==> src/rtl/io_uart_tx_if.sv <==
// Bus-side handshake between the memory controller's I/O slot and the UART peripheral.
interface io_uart_tx_if;
    logic [3:0] io_addr;
    logic [7:0] io_wdata;
    logic [7:0] io_rdata;
    logic       io_we;
    logic       io_oe;
    logic       io_sel;

    modport master (
        output io_addr, io_wdata, io_we, io_oe, io_sel,
        input  io_rdata
    );

    modport slave (
        input  io_addr, io_wdata, io_we, io_oe, io_sel,
        output io_rdata
    );
endinterface

==> src/rtl/io_uart_tx.sv <==
// Memory-mapped UART transmitter: TX FIFO, status/control registers, switch readback,
// one-cycle registered reads and an edge-detected write strobe.
module io_uart_tx #(
    parameter int unsigned CLK_DIV    = 234,
    parameter int unsigned FIFO_DEPTH = 4
) (
    input  logic              clk,
    input  logic              rst,
    io_uart_tx_if.slave       bus,
    input  logic [3:0]        switches,
    output logic              uart_tx,
    output logic              tx_busy,
    output logic              irq
);
    localparam int unsigned AW    = $clog2(FIFO_DEPTH);
    localparam int unsigned PW    = AW + 1;
    localparam int unsigned CNT_W = 16;
    localparam logic [CNT_W-1:0] BIT_LAST = CNT_W'(CLK_DIV - 1);

    localparam logic [3:0] A_TXDATA = 4'h0;
    localparam logic [3:0] A_STATUS = 4'h1;
    localparam logic [3:0] A_CTRL   = 4'h2;
    localparam logic [3:0] A_SWITCH = 4'h3;

    typedef enum logic [1:0] {IDLE, START, DATA, STOP} state_t;

    state_t           state, state_n;
    logic [CNT_W-1:0] cnt, cnt_n;
    logic [2:0]       idx, idx_n;
    logic [7:0]       shift, shift_n;
    logic             tx_n, busy_n;

    logic [7:0]       mem [FIFO_DEPTH];
    logic [PW-1:0]    wr_ptr, rd_ptr;
    logic             fifo_empty, fifo_full;
    logic             push, push_ok, pop;

    logic             we_prev, oe_prev;
    logic             wr_stb, rd_stb;
    logic             overflow, irq_en;
    logic [7:0]       rdata, rd_mux;

    // Bus strobes: one action per assertion of a held write or read
    assign wr_stb  = bus.io_sel & bus.io_we & ~we_prev;
    assign rd_stb  = bus.io_sel & bus.io_oe & ~oe_prev;
    assign push    = wr_stb && (bus.io_addr == A_TXDATA);
    assign push_ok = push && (!fifo_full || pop);

    assign fifo_empty = (wr_ptr == rd_ptr);
    assign fifo_full  = (wr_ptr[AW] != rd_ptr[AW]) && (wr_ptr[AW-1:0] == rd_ptr[AW-1:0]);

    assign bus.io_rdata = rdata;

    always_comb begin
        rd_mux = 8'h00;
        case (bus.io_addr)
            A_STATUS: rd_mux = {3'b000, overflow, irq_en, tx_busy, fifo_full, fifo_empty};
            A_CTRL:   rd_mux = {7'b0000000, irq_en};
            A_SWITCH: rd_mux = {4'h0, switches};
            default:  rd_mux = 8'h00;
        endcase
    end

    // Register file, FIFO pointers and interrupt
    always_ff @(posedge clk or posedge rst) begin
        if (rst) begin
            we_prev  <= 1'b0;
            oe_prev  <= 1'b0;
            wr_ptr   <= '0;
            rd_ptr   <= '0;
            overflow <= 1'b0;
            irq_en   <= 1'b0;
            rdata    <= 8'h00;
            irq      <= 1'b0;
        end else begin
            we_prev <= bus.io_sel & bus.io_we;
            oe_prev <= bus.io_sel & bus.io_oe;
            if (push_ok)
                wr_ptr <= wr_ptr + PW'(1);
            if (pop)
                rd_ptr <= rd_ptr + PW'(1);
            // A drop in the same cycle as a status read keeps the flag set
            if (push && !push_ok)
                overflow <= 1'b1;
            else if (rd_stb && (bus.io_addr == A_STATUS))
                overflow <= 1'b0;
            if (wr_stb && (bus.io_addr == A_CTRL))
                irq_en <= bus.io_wdata[0];
            if (bus.io_sel && bus.io_oe)
                rdata <= rd_mux;
            irq <= irq_en & fifo_empty & ~tx_busy;
        end
    end

    always_ff @(posedge clk) begin
        if (push_ok)
            mem[wr_ptr[AW-1:0]] <= bus.io_wdata;
    end

    // TX FSM state register
    always_ff @(posedge clk or posedge rst) begin
        if (rst) begin
            state   <= IDLE;
            cnt     <= '0;
            idx     <= 3'd0;
            shift   <= 8'h00;
            uart_tx <= 1'b1;
            tx_busy <= 1'b0;
        end else begin
            state   <= state_n;
            cnt     <= cnt_n;
            idx     <= idx_n;
            shift   <= shift_n;
            uart_tx <= tx_n;
            tx_busy <= busy_n;
        end
    end

    // TX FSM next state; the line level is derived from the next state so it is registered
    always_comb begin
        state_n = state;
        cnt_n   = cnt;
        idx_n   = idx;
        shift_n = shift;
        pop     = 1'b0;
        case (state)
            IDLE: begin
                if (!fifo_empty) begin
                    pop     = 1'b1;
                    shift_n = mem[rd_ptr[AW-1:0]];
                    cnt_n   = BIT_LAST;
                    state_n = START;
                end
            end
            START: begin
                if (cnt == '0) begin
                    cnt_n   = BIT_LAST;
                    idx_n   = 3'd0;
                    state_n = DATA;
                end else begin
                    cnt_n = cnt - CNT_W'(1);
                end
            end
            DATA: begin
                if (cnt == '0) begin
                    cnt_n = BIT_LAST;
                    if (idx == 3'd7) begin
                        state_n = STOP;
                    end else begin
                        idx_n   = idx + 3'd1;
                        shift_n = shift >> 1;
                    end
                end else begin
                    cnt_n = cnt - CNT_W'(1);
                end
            end
            STOP: begin
                if (cnt == '0)
                    state_n = IDLE;
                else
                    cnt_n = cnt - CNT_W'(1);
            end
            default: state_n = IDLE;
        endcase

        tx_n = 1'b1;
        if (state_n == START)
            tx_n = 1'b0;
        else if (state_n == DATA)
            tx_n = shift_n[0];
        busy_n = (state_n != IDLE);
    end
endmodule
==> src/flat_wrapper.sv <==
// flat-port wrapper written by rule: the top's interface ports become plain ports
module io_uart_tx_flat 
#(
    parameter int unsigned CLK_DIV    = 234,
    parameter int unsigned FIFO_DEPTH = 4
)
  (clk, rst, switches, uart_tx, tx_busy, irq, bus_io_addr, bus_io_wdata, bus_io_we, bus_io_oe, bus_io_sel, bus_io_rdata);
  io_uart_tx_if bus_i ();
  input  logic clk;
  input  logic rst;
  input  logic [3:0] switches;
  output logic uart_tx;
  output logic tx_busy;
  output logic irq;
  input wire logic [$bits(bus_i.io_addr)-1:0] bus_io_addr;
  input wire logic [$bits(bus_i.io_wdata)-1:0] bus_io_wdata;
  input wire logic [$bits(bus_i.io_we)-1:0] bus_io_we;
  input wire logic [$bits(bus_i.io_oe)-1:0] bus_io_oe;
  input wire logic [$bits(bus_i.io_sel)-1:0] bus_io_sel;
  output wire logic [$bits(bus_i.io_rdata)-1:0] bus_io_rdata;
  assign bus_i.io_addr = bus_io_addr;
  assign bus_i.io_wdata = bus_io_wdata;
  assign bus_i.io_we = bus_io_we;
  assign bus_i.io_oe = bus_io_oe;
  assign bus_i.io_sel = bus_io_sel;
  assign bus_io_rdata = bus_i.io_rdata;
  io_uart_tx #(.CLK_DIV(CLK_DIV), .FIFO_DEPTH(FIFO_DEPTH)) u_core (.clk(clk), .rst(rst), .bus(bus_i), .switches(switches), .uart_tx(uart_tx), .tx_busy(tx_busy), .irq(irq));
endmodule
==> config.mk <==
export PLATFORM = sky130hd
export DESIGN_NAME = io_uart_tx_flat
export DESIGN_NICKNAME = d
export VERILOG_FILES = /design/src/rtl/io_uart_tx_if.sv /design/src/rtl/io_uart_tx.sv /design/src/flat_wrapper.sv
export SDC_FILE = /design/constraint.sdc
export NUM_CORES = 1
export LEC_CHECK = 0
export ABC_AREA = 1
export CORE_ASPECT_RATIO = 0.5
export CORE_MARGIN = 2
export CORE_UTILIZATION = 63
export CTS_CLUSTER_SIZE = 30
export DETAILED_ROUTE_END_ITERATION = 16
export PLACE_DENSITY_LB_ADDON = 0.2
export SYNTH_ARGS = -nofsm -noshare
export SYNTH_HDL_FRONTEND = slang
export SYNTH_SLANG_ARGS = --single-unit
==> constraint.sdc <==
create_clock -name clk -period 3.1 [get_ports clk]
set_input_delay 0.62 -clock clk [delete_from_list [all_inputs] [get_ports clk]]
set_output_delay 0.62 -clock clk [all_outputs]
set_load 0.05 [all_outputs]
==> metrics <==
via count=roughly 3100; required time of the critical path=between 3 and 4 ns; Post-Synth XOR/XNOR Area=0.0129; H-Tree Level Count=3; Die W=around 120 um; vias per cell=between 5 and 6; post-CTS setup buffers=0; Compound-Gate Fraction of Synth Area=0.0913; Cell Pwr Density=between 500 and 600 nW/um2; Initial Util=0.661; post-route clock period utilization=0.779; Final #Nets=between 500 and 600; internal power=around 1.8 mW; CP Launch Type=input pin; layout cell share with drive strength beyond 1=0.0886; Crit. End Element=flop; pins over their slew limit=0; CTS Buffer Depth=2; Final Critical Period=approximately 2.4 ns; hold_buf cts=0; Gate power share=0.076; grt total ovfl=0; IO Pins=32; Min-Delay Path Class=flop to flop; Die Y=~61 um; initial antenna violation count=0; GRT Util Overall=0.250; cell area after synthesis=approximately 4000 um2; worst-skew pair later-pin latency=~0.35 ns; register area share after synthesis=0.525; DR iter-0 viols=between 150 and 200; WL final=slightly above 8000 um; simple-gate share of the synthesized area=0.244; syn_area_per_cell=a little under 9 um2; max layer used=met4; IO Port Bufs=28; met1 wire length=about 3600 um; clock edge transition at the registers on the reported setup and hold paths=around 0.060 ns; Setup violations, final=0; WHS=~0.48 ns; post-DP HPWL=between 5000 and 6000 um; crit path kind=input pin to flop; multi-input logic area=1590 um2; CTS tree=built; Post-Synth Adder-Cell Area=0.0400; net load switching power=slightly below 0.6 mW; synth warn=0; CP Data Arrival Time=about 2.4 ns; Clock Sinks=a little under 80; clock root buffer master=clkbuf_16; die area=between 7000 and 8000 um2; Critical Path Fanout Max=8; Seq pwr share=0.471; Highest Clock Rate=slightly above 0.4 GHz; Cell variety after synth=just over 40; met2 wire len=between 3000 and 4000 um; Clk network pwr share=0.453; unrepaired setup endpoints after global routing=no; switching share of power=0.246; post-synthesis instance total=about 470; Area Growth Syn to Fin=16.2%; sequential cell area=between 2000 and 2500 um2; clk_skew=0.00950 ns; largest family of logic cells by synthesized area=simple AND/OR/NAND/NOR gates; routed len/inst=~14 um; first-pass GRT wire length=roughly 14000 um; CTS-repair resized insts=0; met3 WL=425 um; Cell Rows=20; # DRC=0; relative slew slack=0.552; Worst-Margin Slew=~0.67 ns; Final Hold Fails=0; Worst VDD drop=0.000511 V; first drt pass iteration count=5; Antenna diodes=0; core area=6160 um2; mux share of post-synthesis cell area=0; GPL Wtd Cong=~0.85; number of routed nets with antenna violations=0; vias in the first global route=between 2000 and 3000; # Max-Cap Violations=0; Pleak=between 2 and 2.5 nW; outcome=finished clean; filler cell count in the final layout=roughly 440; total negative setup slack=0 ns; largest net degree at the start of global routing=29; Num CTS Buffers=9; number of synthesized register bits=79
[cell usage after synthesis (all sizes together)]
master / n / area [um2]
inv: 65 / 249
nand3: 25 / 130
a21oi: 7 / 35.0
o21ai: 47 / 239
o22ai: 8 / 50.1
ha: 13 / 163
dfrtp: 46 / 1150
conb: 1 / 3.75
buf: 6 / 60.1
or2: 1 / 6.26
xnor2: 1 / 8.76
xor2: 5 / 43.8
o32ai: 1 / 8.76
o2bb2ai: 1 / 8.76
clkbuf: 4 / 25.0
nand3b: 1 / 7.51
a31oi: 1 / 6.26
a32oi: 1 / 8.76
nor2: 64 / 297
o21bai: 1 / 7.51
edfxtp: 32 / 961
nor3: 6 / 30.0
nand4: 4 / 25.0
dfstp: 1 / 26.3
clkinv: 3 / 16.3
o31ai: 1 / 7.51
nand2: 121 / 497
[power groups by stage]
stage	Combinational, mW	Clock [mW]	Sequential, mW
global route	0.209	1.15	1.14
floorplan	0.108	0	1.17
global placement	0.182	0	1.16
detailed placement	0.182	0	1.16
CTS	0.184	1.11	1.14
finish	0.183	1.10	1.14
[worst max-delay path, cell delays in order]
cell and delay [ns]:
clkdlybuf4s50_1 0.47, nand2_1 0.07, nor2_1 0.10, nand2_1 0.08, nor3_1 0.24, nand2_1 0.24
nor2_1 0.57
[metal layers]
metal | vias to the layer above | global-route usage
met3 | 14 | 0.0742
met5 | - | 0
met4 | 0 | 0.103
met1 | 1453 | 0.303
li1 | 1570 | -
met2 | 87 | 0.437
[registers in the layout, indices dropped and copies added (netlist names)]
name                 flops
u_core.mem              32
u_core.cnt              16
u_core.shift             8
u_core.bus.io_rdata      5
u_core.idx               3
u_core.rd_ptr            3
u_core.wr_ptr            3
u_core.state             2
u_core.irq               1
u_core.irq_en            1
u_core.oe_prev           1
u_core.overflow          1
u_core.tx_busy           1
u_core.uart_tx           1
u_core.we_prev           1
[cell type report]
| cell class | count | area share |
|---|---|---|
| Sequential cell | 79 | 0.452 |
| Multi-Input combinational cell | 312 | 0.336 |
| Timing Repair Buffer | 33 | 0.0672 |
| Inverter | 68 | 0.0561 |
| Clock buffer | 9 | 0.0476 |
| Tap cell | 88 | 0.0233 |
| Clock inverter | 7 | 0.0177 |
[worst paths after layout]
kind / endpoint / cells past startpoint / slack, ns / startpoint
worst max-delay path: u_core.mem[2][0] / 7 / 0.69 / bus_io_sel
worst min-delay path: u_core.bus.io_rdata[3] / 2 / 0.48 / u_core.bus.io_rdata[3]
worst max register to register: u_core.mem[2][0] / 8 / 0.72 / u_core.rd_ptr[0]
min in group asynchronous: u_core.bus.io_rdata[4] / 2 / 0.64 / rst
max in group asynchronous: u_core.cnt[14] / 3 / 1.87 / rst
worst min register to register: u_core.bus.io_rdata[3] / 2 / 0.48 / u_core.bus.io_rdata[3]
[layout by cell type (no fill, tap or decap), types with 3 or more instances in the layout]
cell	n
o22ai_1	8
nor2_1	57
inv_6	4
ha_1	13
nand2_1	114
dfrtp_1	46
clkbuf_16	9
nand3_1	24
a21oi_1	7
nor2_4	5
nand2_4	5
inv_2	3
edfxtp_1	32
inv_1	60
nor3_1	6
xor2_1	5
conb_1	3
nand4_1	4
clkdlybuf4s50_1	28
buf_4	5
o21ai_0	45
[cell families (layout without fill, tap and decap cells)]
logic type / count (synthesis) / in the layout
AO/OA/AOI/OAI: 68 / 68
XOR/XNOR: 6 / 6
adder cells (fa/ha/maj): 13 / 13
buffers and inverters: 78 / 117
flip-flops: 79 / 79
other: 1 / 3
AND/OR/NAND/NOR: 222 / 222
[per-stage QoR]
stage,power [mW],util,cells,worst slack (ns),area (um2)
floorplan,1.27,-,469,1.04,4080
global placement,1.34,0.718,580,0.452,4420
detailed placement,1.34,0.718,580,0.358,4420
CTS,2.43,0.768,596,0.709,4730
global route,2.50,0.768,596,0.534,4730
finish,2.42,0.768,596,0.686,4730
Note: power is estimated with default switching activity, not from simulation.
